==> config.mk <==
export PLATFORM = sky130hd
export DESIGN_NAME = fetch_ctrl
export DESIGN_NICKNAME = d
export VERILOG_FILES = /design/src/rtl/fetch_pkg.sv /design/src/rtl/fetch_ctrl.sv
export SDC_FILE = /design/constraint.sdc
export NUM_CORES = 1
export LEC_CHECK = 0
export CAP_MARGIN = 20
export CORE_ASPECT_RATIO = 0.75
export CORE_MARGIN = 8
export CORE_UTILIZATION = 41
export CTS_BUF_LIST = sky130_fd_sc_hd__clkbuf_8
export CTS_CLUSTER_DIAMETER = 30
export DETAILED_ROUTE_END_ITERATION = 10
export GPL_TIMING_DRIVEN = 1
export PLACE_DENSITY_LB_ADDON = 0.2
export SYNTH_ARGS = -nofsm -noshare
export SYNTH_HDL_FRONTEND = slang
export SYNTH_SLANG_ARGS = --single-unit
==> constraint.sdc <==
create_clock -name clk -period 2.75 [get_ports clk]
set_input_delay 0.275 -clock clk [delete_from_list [all_inputs] [get_ports clk]]
set_output_delay 0.275 -clock clk [all_outputs]
set_load 0.005 [all_outputs]
==> src/rtl/fetch_pkg.sv <==
// fetch_pkg: shared definitions for the instruction fetch sequencer.
//   fetch_state_t : IDLE / RUN / FAULT encoding of the fetch FSM
//   INST_NOP      : canonical RISC-V nop (addi x0, x0, 0)
//   PC_STEP       : byte increment between sequential instruction words
package fetch_pkg;

  typedef enum logic [1:0] {
    IDLE  = 2'd0,
    RUN   = 2'd1,
    FAULT = 2'd2
  } fetch_state_t;

  localparam logic [31:0] INST_NOP = 32'h00000013;
  localparam int unsigned PC_STEP  = 4;

endpackage

==> src/rtl/fetch_ctrl.sv <==
// fetch_ctrl: instruction fetch sequencer. Owns the PC, presents it to a
// combinational word-addressed ROM and registers the returned word together
// with its PC in a one-entry output buffer handed to decode by valid/ready.
//
// Ports:
//   clk, rst          : clock (rising edge), asynchronous active-high reset
//   fetch_en          : permits new fetches (0 = stall)
//   redirect_valid/pc : taken branch/jump from execute; target is word-aligned here
//   imem_addr         : byte address to the ROM (always equals pc)
//   imem_data         : ROM read data for imem_addr, same cycle
//   inst_valid/ready  : output register handshake with decode
//   inst_out, inst_pc : fetched instruction and its PC
//   fetch_fault       : high while the FSM sits in FAULT
//
// Build option FETCH_BOUNDS_CHECK_EN: when defined, a fetch from a PC at or
// beyond the end of the ROM (4*MEM_DEPTH bytes) parks the FSM in FAULT until a
// redirect. When undefined, no check is made, FAULT is unreachable and
// fetch_fault is tied low.
module fetch_ctrl
  import fetch_pkg::*;
#(
  parameter int unsigned      WIDTH     = 32,
  parameter logic [WIDTH-1:0] RESET_PC  = '0,
  parameter int unsigned      MEM_DEPTH = 32
) (
  input  logic             clk,
  input  logic             rst,
  input  logic             fetch_en,
  input  logic             redirect_valid,
  input  logic [WIDTH-1:0] redirect_pc,
  output logic [WIDTH-1:0] imem_addr,
  input  logic [WIDTH-1:0] imem_data,
  output logic             inst_valid,
  input  logic             inst_ready,
  output logic [WIDTH-1:0] inst_out,
  output logic [WIDTH-1:0] inst_pc,
  output logic             fetch_fault
);

  fetch_state_t     state;
  fetch_state_t     next_state;
  logic [WIDTH-1:0] pc;
  logic [WIDTH-1:0] redirect_target;
  logic             can_fetch;
  logic             capture;
  logic             bounds_trap;
  logic             drain;

`ifdef FETCH_BOUNDS_CHECK_EN
  // One extra bit so a ROM that fills the whole address space still compares correctly.
  localparam logic [WIDTH:0] PC_LIMIT = (WIDTH+1)'(64'(MEM_DEPTH) * 64'd4);
`endif

  assign redirect_target = {redirect_pc[WIDTH-1:2], 2'b00};
  assign imem_addr       = pc;

  // State register.
  always_ff @(posedge clk or posedge rst) begin
    if (rst) begin
      state <= IDLE;
    end else begin
      state <= next_state;
    end
  end

  // Next-state logic. IDLE only lasts one cycle after reset; FAULT is left
  // only by a redirect, which always returns the sequencer to RUN.
  always_comb begin
    next_state = state;
    unique case (state)
      IDLE:    next_state = RUN;
      RUN:     next_state = bounds_trap ? FAULT : RUN;
      FAULT:   next_state = redirect_valid ? RUN : FAULT;
      default: next_state = IDLE;
    endcase
  end

  // Control decode. A redirect pre-empts everything in the cycle it arrives,
  // so a fetch is only considered in RUN without a redirect, and only when the
  // output register is empty or being emptied by decode this very edge.
  always_comb begin
    can_fetch = (state == RUN) && !redirect_valid && fetch_en &&
                (!inst_valid || inst_ready);
`ifdef FETCH_BOUNDS_CHECK_EN
    bounds_trap = can_fetch && ({1'b0, pc} >= PC_LIMIT);
    fetch_fault = (state == FAULT);
`else
    bounds_trap = 1'b0;
    fetch_fault = 1'b0;
`endif
    capture = can_fetch && !bounds_trap;
    drain   = (state == RUN) && !redirect_valid && !can_fetch &&
              inst_valid && inst_ready;
  end

  // PC and output register. A redirect flushes the held entry but leaves the
  // stale data in place; only inst_valid says whether it means anything.
  // A bounds trap keeps the offending pc so software can see where it failed.
  always_ff @(posedge clk or posedge rst) begin
    if (rst) begin
      pc         <= RESET_PC;
      inst_valid <= 1'b0;
      inst_out   <= '0;
      inst_pc    <= '0;
    end else if (redirect_valid) begin
      pc         <= redirect_target;
      inst_valid <= 1'b0;
    end else if (capture) begin
      inst_out   <= imem_data;
      inst_pc    <= pc;
      inst_valid <= 1'b1;
      pc         <= pc + WIDTH'(PC_STEP);
    end else if (drain || bounds_trap || (state == FAULT)) begin
      inst_valid <= 1'b0;
    end
  end

endmodule

======== Word-level counts from Yosys, hierarchy flattened ========
Cells that the tools add are included.
cells by class
  add/subtract/negate cells ............... 1
  eq/ne operators ......................... 2
  multiplexer cells ....................... 7
  bitwise logic cells ..................... 1
  reductions and logical operators ........ 16
operator list
  cell                                                  count
  2-to-1 mux 32 bit                                     2
  adder 32 x 3 -> 32 bit (second input constant)        1
  logical AND 1 bit                                     6
  one-hot mux 2 bit (2 select lines)                    1
  zero test 1 bit                                       3
  2-to-1 mux 1 bit                                      3
  nonzero test 3 bit                                    1
  equality test 2 x 1 -> 1 bit (second input constant)  1
  equality test 2 bit (second input constant)           1
  zero test 2 bit                                       1
  logical OR 1 bit                                      2
  2-to-1 mux 2 bit                                      1
  AND reduction 2 bit                                   1
  nonzero test 2 bit                                    1
  OR reduction 2 bit                                    1
  NOT 1 bit                                             1
storage, ports and cells
  register bits ........................... 99
  bits of input ports ..................... 69
  output and inout bits ................... 98

======== Depth between registers and ports, before layout ========
Gate-level depths: netlist (run 1).
  depth in word-level cells ............... 12
  mapped depth ............................ 8

======== Worst setup path before layout (run 1) ========
No wires, ideal clock.
  path kind ............................... register to register
  from .................................... register state[1]
  to ...................................... register pc[25] (netlist: imem_addr[25])
  library setup time ...................... 0.126 ns
  data arrival time ....................... 1.762 ns
  data required time ...................... 2.624 ns
  setup slack ............................. 0.862 ns
  stages on the path, launching flop included .. 8
  buffers on the path ..................... 3
  clock period less this slack ............ 1.888 ns
  path through ............................ dfrtp_1 -> nand2b_1 -> or4b_1 -> clkbuf_1 -> clkbuf_1 -> buf_2 -> a31oi_1 -> nand3_1
on the way
  longest elaborated chain between the ends .. 5
ends and longest elaborated chain
  element                              line               RTL
  start, declared                      fetch_ctrl.sv:40   fetch_state_t state;
  start signal, assigned               fetch_ctrl.sv:62   state <= next_state;
  equality test 2 x 1 -> 1 bit         fetch_ctrl.sv:82   can_fetch = (state == RUN) && !redirect_valid && fetch_en &&
  logical AND 1 bit (3 in series)      fetch_ctrl.sv:82
  nonzero test 2 bit (no source line)  --
  end signal, assigned                 fetch_ctrl.sv:106  pc <= redirect_target;
  end signal, assigned                 fetch_ctrl.sv:112  pc <= pc + WIDTH'(PC_STEP);
  end, declared                        fetch_ctrl.sv:42   logic [WIDTH-1:0] pc;
No other way between the ends.
A chain may end at the register's enable or synchronous reset.

======== Worst setup path in the final report (run 1) ========
  from .................................... register pc[2] (netlist: imem_addr[2])
  to ...................................... register pc[26] (netlist: imem_addr[26])
on the way
  longest elaborated chain between the ends .. 3
ends and longest elaborated chain
  element                 line               RTL
  adder 32 x 3 -> 32 bit  fetch_ctrl.sv:112
  2-to-1 mux 32 bit       fetch_ctrl.sv:108  end else if (capture) begin
  2-to-1 mux 32 bit       fetch_ctrl.sv:105  end else if (redirect_valid) begin
No other way between the ends. The select of a mux whose other input is x is not followed.

==> results of run 1 <==
sequential cells by signal (all words and copies together) (netlist names):
signal	count
inst_out	32
imem_addr	30
inst_pc	30
state	2
inst_valid	1
layout by cell type (no fill, tap or decap), drive strengths merged, types with 2 or more instances in the layout:
| cell | netlist | layout |
|---|---|---|
| dfrtp | 95 | 95 |
| clkinv | 0 | 2 |
| buf | 19 | 12 |
| or4b | 2 | 2 |
| inv | 6 | 6 |
| nor4b | 2 | 2 |
| nand2 | 220 | 220 |
| xor2 | 2 | 2 |
| a22oi | 3 | 3 |
| nor2 | 9 | 9 |
| clkdlybuf4s50 | 0 | 159 |
| o311ai | 5 | 5 |
| a32oi | 2 | 2 |
| a31oi | 5 | 5 |
| nand4 | 7 | 7 |
| conb | 1 | 5 |
| mux2i | 3 | 3 |
| or4 | 2 | 2 |
| nor4 | 2 | 2 |
| or3 | 5 | 5 |
| clkinvlp | 0 | 4 |
| nand3 | 23 | 23 |
| clkbuf | 14 | 10 |
| and3 | 7 | 7 |
| a21oi | 4 | 4 |
| o21ai | 20 | 20 |
| and4 | 3 | 3 |
| o211ai | 11 | 11 |
where the power goes:
part	switching (mW)	internal, mW	total [mW]
registers	0.157	1.59	1.74
logic	0.342	0.522	0.864
clock network	0.513	0.357	0.869
total	1.01	2.47	3.48
final timing paths:
check	startpoint	to	slack, ns	cells past startpoint
setup reg to reg	imem_addr[2]	imem_addr[26]	0.37	6
max in group asynchronous	rst	inst_out[24]	1.97	3
hold / removal	rst	inst_out[25]	0.40	3
hold reg to reg	inst_pc[30]	inst_pc[30]	0.48	2
setup / recovery	imem_addr[2]	imem_addr[26]	0.37	6
min in group clk	imem_data[21]	inst_out[21]	0.43	3
logic make-up after synthesis:
family                   share of synthesized area
AO/OA/AOI/OAI                              0.08940
XOR/XNOR                                  0.006156
adder cells (fa/ha/maj)                   0.002930
buffers and inverters                      0.04103
flip-flops                                  0.5569
multiplexers                              0.007034
other                                    0.0008784
AND/OR/NAND/NOR                             0.2957
tightest hold or removal path, cell delays in order:
cell             delay (ns)
clkdlybuf4s50_1        0.44
clkinvlp_4             0.10
buf_12                 0.40
routing by layer:
layer,up-vias,wire [µm],GRT usage
met2,136,5605,0.2703
met3,17,1124,0.06612
met1,1878,5861,0.2413
met5,-,10,0
met4,2,212,0.05835
li1,1916,-,-
per-stage QoR:
step	instances	area [µm²]
after floorplan	492	4288
after global placement	766	6022
after detailed placement	766	6022
after CTS	782	6205
after global routing	782	6205
final	782	6205
final cells by class:
class | count | area share
Clock buffer | 10 | 0.02218
Clock inverter | 6 | 0.007260
Inverter | 6 | 0.004235
Multi-Input combinational cell | 358 | 0.2807
Sequential cell | 95 | 0.3831
Tap cell | 136 | 0.02742
Timing Repair Buffer | 171 | 0.2751
==> flow_metrics.env, run 1 <==
export IMPL_status="finished clean"
export IMPL_path_max_fanout=11
export IMPL_dieArea_um2=13970
export IMPL_cts_tree="yes"
export IMPL_grtUsageTotal=0.1822
export IMPL_syn_area_um2=4269
export IMPL_yosys_area_top_type_share=0.5569
export IMPL_dieHeight_um=104.4
export IMPL_seq_area_um2=2377
export IMPL_grt_pass1_vias=4043
export IMPL_synth_most_common_cell="nand2_1"
export IMPL_drc=0
export IMPL_critPathRequiredTime_ns=3.05
export IMPL_core_area_um2=10210
export IMPL_drive_above_1_share=0.05728
export IMPL_end_kind="flip-flop"
export IMPL_path_class="reg2reg"
export IMPL_netlist_top_cells_area="dfrtp_1 (56%), nand2_1 (19%), nand3_1 (2.6%)"
export IMPL_post_synth_top_area_cell="dfrtp_1"
export IMPL_hold_path_class="in2async"
export IMPL_nFillCells=901
export IMPL_multi_input_area_um2=1742
export IMPL_fin_nets=711
export IMPL_vias=3949
export IMPL_fin_tns_setup_ns=0
export IMPL_ys_seq_area_frac=0.5569
export IMPL_vias_per_cell=5.050
export IMPL_cts_root_buffer="clkbuf_8"
export IMPL_critPathLaunchType="flip-flop"
export IMPL_postCtsSetupBuffers=0
export IMPL_ctsHoldBuffers=0
export IMPL_p_per_area_nw_per_um2=560.5
export IMPL_ys_ff_latch=95
export IMPL_post_dp_hpwl_mm=9.207
export IMPL_clkSlewWorstSetupHoldPaths_ns=0.09
export IMPL_cpMaxStageDelayCell="or3_1"
export IMPL_cpLargestDelayFamily="simple AND/OR/NAND/NOR gates"
export IMPL_antenna_found_initial=1
export IMPL_numCtsBuffers=9
export IMPL_avgSynthCellArea_um2=8.748
export IMPL_port_buffers=159
export IMPL_ys_warn_count=0
export IMPL_die_w_um=133.8
export IMPL_cts_resized=0
export IMPL_avgRoutedWirePerCell_um=16.39
export IMPL_start_util=0.4181
export IMPL_area_delta_synth_final_pct=45.34
export IMPL_synthCells=488
export IMPL_slew_violations=0
export IMPL_drtIter0Drc=239
export IMPL_fin_skew_ns=0.006123
export IMPL_relSlewSlack=0.6651
export IMPL_cpPeakStageDelay_ns=0.48
export IMPL_setup_viol=0
export IMPL_pre_cts_slack_ns=0.3284
export IMPL_place_gp_congestion=0.7917
export IMPL_io_pins=167
export IMPL_drtPass1Iterations=4
export IMPL_worst_pin_slew_ns=0.5024
export IMPL_min_period_ns=2.379
export IMPL_h_tree_depth=3
export IMPL_final_util=0.6077
export IMPL_cap_violations=0
export IMPL_path_cells="ha_1 > nand3_1 > nor4_1 > nand3_1 > or3_1 > nand3_1"
export IMPL_yosys_top_cells_count="nand2_1 (219), dfrtp_1 (95), nand3_1 (22)"
export IMPL_p_leak_nw=2.845
export IMPL_cts_max_path_buffers=2
export IMPL_finalHoldViolations=0
export IMPL_drtAntennaViolNets=0
export IMPL_fmax_mhz=420.4
export IMPL_timing_final_crit_share=0.8649
export IMPL_gr_total_overflow=0
export IMPL_synth_edf_count=0
export IMPL_crit_buf_inv=0
export IMPL_vdd_drop_max_mv=0.3029
export IMPL_rows=32
export IMPL_cpMostUsedCell="nand3_1"
export IMPL_detail_route_wirelength_mm=12.81
export IMPL_cts_sinks=95
export IMPL_netlist_cell_type_count=48
export IMPL_worst_slack_ns=0.3714
export IMPL_clk_latency_ns=0.37
export IMPL_grt_max_degree=96
export IMPL_synthArstFlopShare=1.000
export IMPL_total_power_mw=3.478
export IMPL_cp_data_arrival_time_ns=2.68
export IMPL_ys_flop_type="dfrtp_1"
export IMPL_antenna_cells=0
export IMPL_hold_slack_ns=0.4028
export IMPL_rsz0062_at_grt="false"
export IMPL_grt_pass1_wl_mm=20.84
Note: power is estimated with default switching activity, not from simulation.
==> inputs of run 2 (changes only) <==
CELL_PAD_IN_SITES_DETAIL_PLACEMENT = 1   (was not set)
CELL_PAD_IN_SITES_GLOBAL_PLACEMENT = 1   (was not set)
CORE_UTILIZATION = 29   (was 41)
==> run 2 against run 1 <==
  * Routed wire length is 14% higher
  * Largest power group unchanged
  * Setup slack improved by 0.0033 ns
  * Maximum frequency increased by 0.14%
  * Die area increased by 35%
  * Critical path type unchanged
  * Clock-buffer cell count down 1
  * Sequential share of layout area down 0.92 points
==> flow_metrics.env, run 2 (synthesis gave the netlist of run 1 again) <==
export IMPL_post_dp_hpwl_mm=10.98
export IMPL_cpMostUsedCell="nand3_1"
export IMPL_postCtsSetupBuffers=0
export IMPL_fin_skew_ns=0.009011
export IMPL_cp_data_arrival_time_ns=2.69
export IMPL_cts_sinks=95
export IMPL_grtUsageTotal=0.1607
export IMPL_status="finished clean"
export IMPL_start_util=0.2963
export IMPL_antenna_cells=0
export IMPL_path_max_fanout=11
export IMPL_drtPass1Iterations=4
export IMPL_drtAntennaViolNets=0
export IMPL_vias=4001
export IMPL_critPathRequiredTime_ns=3.07
export IMPL_fin_cells=847
export IMPL_clk_latency_ns=0.38
export IMPL_path_class="reg2reg"
export IMPL_area_delta_synth_final_pct=48.92
export IMPL_fin_nets=712
export IMPL_rsz0062_at_grt="false"
export IMPL_grt_pass1_wl_mm=24.05
export IMPL_end_kind="flip-flop"
export IMPL_largest_reg_flops=32
export IMPL_total_power_mw=3.834
export IMPL_dp_cells=831
export IMPL_numCtsBuffers=9
export IMPL_finalHoldViolations=0
export IMPL_cpMaxStageDelayCell="nor4_1"
export IMPL_fmax_mhz=421.0
export IMPL_drc=0
export IMPL_top_register="inst_out"
export IMPL_cts_max_path_buffers=2
export IMPL_cts_tree="yes"
export IMPL_gr_total_overflow=0
export IMPL_worst_pin_slew_ns=0.7422
export IMPL_layout_common_cells="nand2_1 (219), clkdlybuf4s50_1 (159), dfrtp_1 (95)"
export IMPL_antenna_found_initial=0
export IMPL_vias_per_cell=4.724
export IMPL_grt_max_degree=53
export IMPL_avgRoutedWirePerCell_um=17.31
export IMPL_worst_slack_ns=0.3748
export IMPL_hold_path_class="in2async"
export IMPL_drtIter0Drc=164
export IMPL_cap_violations=0
export IMPL_core_area_um2=14410
export IMPL_place_gp_congestion=0.7295
export IMPL_dieArea_um2=18900
export IMPL_grt_pass1_vias=4403
export IMPL_path_cells="ha_1 > nand3_1 > nor4_1 > nand3_1 > or3_1 > nand3_1"
export IMPL_setup_viol=0
export IMPL_cpPeakStageDelay_ns=0.50
export IMPL_cts_resized=0
export IMPL_fin_tns_setup_ns=0
export IMPL_p_leak_nw=2.889
export IMPL_p_per_area_nw_per_um2=603.2
export IMPL_slew_violations=0
export IMPL_pre_cts_slack_ns=0.2338
export IMPL_min_period_ns=2.375
export IMPL_mostFrequentLayoutCell="nand2_1"
export IMPL_timing_final_crit_share=0.8637
export IMPL_ctsHoldBuffers=0
export IMPL_cts_root_buffer="clkbuf_8"
export IMPL_nFillCells=1669
export IMPL_drive_above_1_share=0.05719
export IMPL_critPathLaunchType="flip-flop"
export IMPL_relSlewSlack=0.5042
export IMPL_final_util=0.4413
export IMPL_die_w_um=156.1
export IMPL_h_tree_depth=3
export IMPL_reg2reg_slack_ns=0.37
export IMPL_clkSlewWorstSetupHoldPaths_ns=0.09
export IMPL_dieHeight_um=121.1
export IMPL_rows=38
export IMPL_port_buffers=159
export IMPL_detail_route_wirelength_mm=14.66
export IMPL_io_pins=167
export IMPL_vdd_drop_max_mv=0.2513
export IMPL_rr_worst_depth=6
==> run 2: cell types whose count changed in the layout (fill, tap and decap cells not counted) <==
cell        before  now
clkbuf_8        10    9
inv_1            5    6
inv_6            1    0
buf_4           10   12
clkinv_4         1    0
buf_12           2    1
clkinvlp_4       4    2
bufinv_16        0    4
==> run 2: metal layers <==
metal | vias to the layer above | routed length, µm | global-route usage
met5 | - | 0 | 0
met4 | 0 | 87 | 0.02395
met3 | 8 | 1053 | 0.06441
met2 | 95 | 6949 | 0.2650
met1 | 1977 | 6570 | 0.1991
li1 | 1921 | - | -
==> run 2: final cells by class <==
cell class              instances  area, µm²  area share
clock buffers                   9      123.9     0.01948
clock inverters                 7      136.4     0.02145
inverters                       6      26.28    0.004133
multi-input cells             358       1742      0.2740
flip-flops and latches         95       2377      0.3739
well taps                     200      250.2     0.03936
repair buffers                172       1702      0.2677
==> run 2: final timing paths <==
kind | startpoint | to
hold / removal | rst | imem_addr[30]
setup / recovery | imem_addr[3] | imem_addr[28]
hold reg to reg | inst_out[10] | inst_out[10]
min in group clk | imem_data[0] | inst_out[0]
max in group asynchronous | rst | inst_pc[4]
setup reg to reg | imem_addr[3] | imem_addr[28]
==> run 2: power breakdown <==
part | switching (mW) | total (mW) | internal [mW] | leakage, nW
Combinational | 0.353 | 0.876 | 0.522 | 1.58
Sequential | 0.163 | 1.75 | 1.59 | 1.17
Clock | 0.517 | 1.21 | 0.691 | 0.131
Total | 1.03 | 3.83 | 2.80 | 2.89
==> run 2: stage by stage <==
stage                     hold slack, ns  cell area [µm²]
after floorplan                   0.3804             4288
after global placement            0.4563             6097
after detailed placement          0.4620             6097
after CTS                         0.3784             6357
after global routing              0.3958             6357
final                             0.3730             6357
==> run 2: worst max-delay path: cells and delay by family (launching register included) <==
kind	cells	cell delay (ns)
adders and majority gates	1	0.24
DFF	1	0.44
and+or+nand+nor	5	1.62
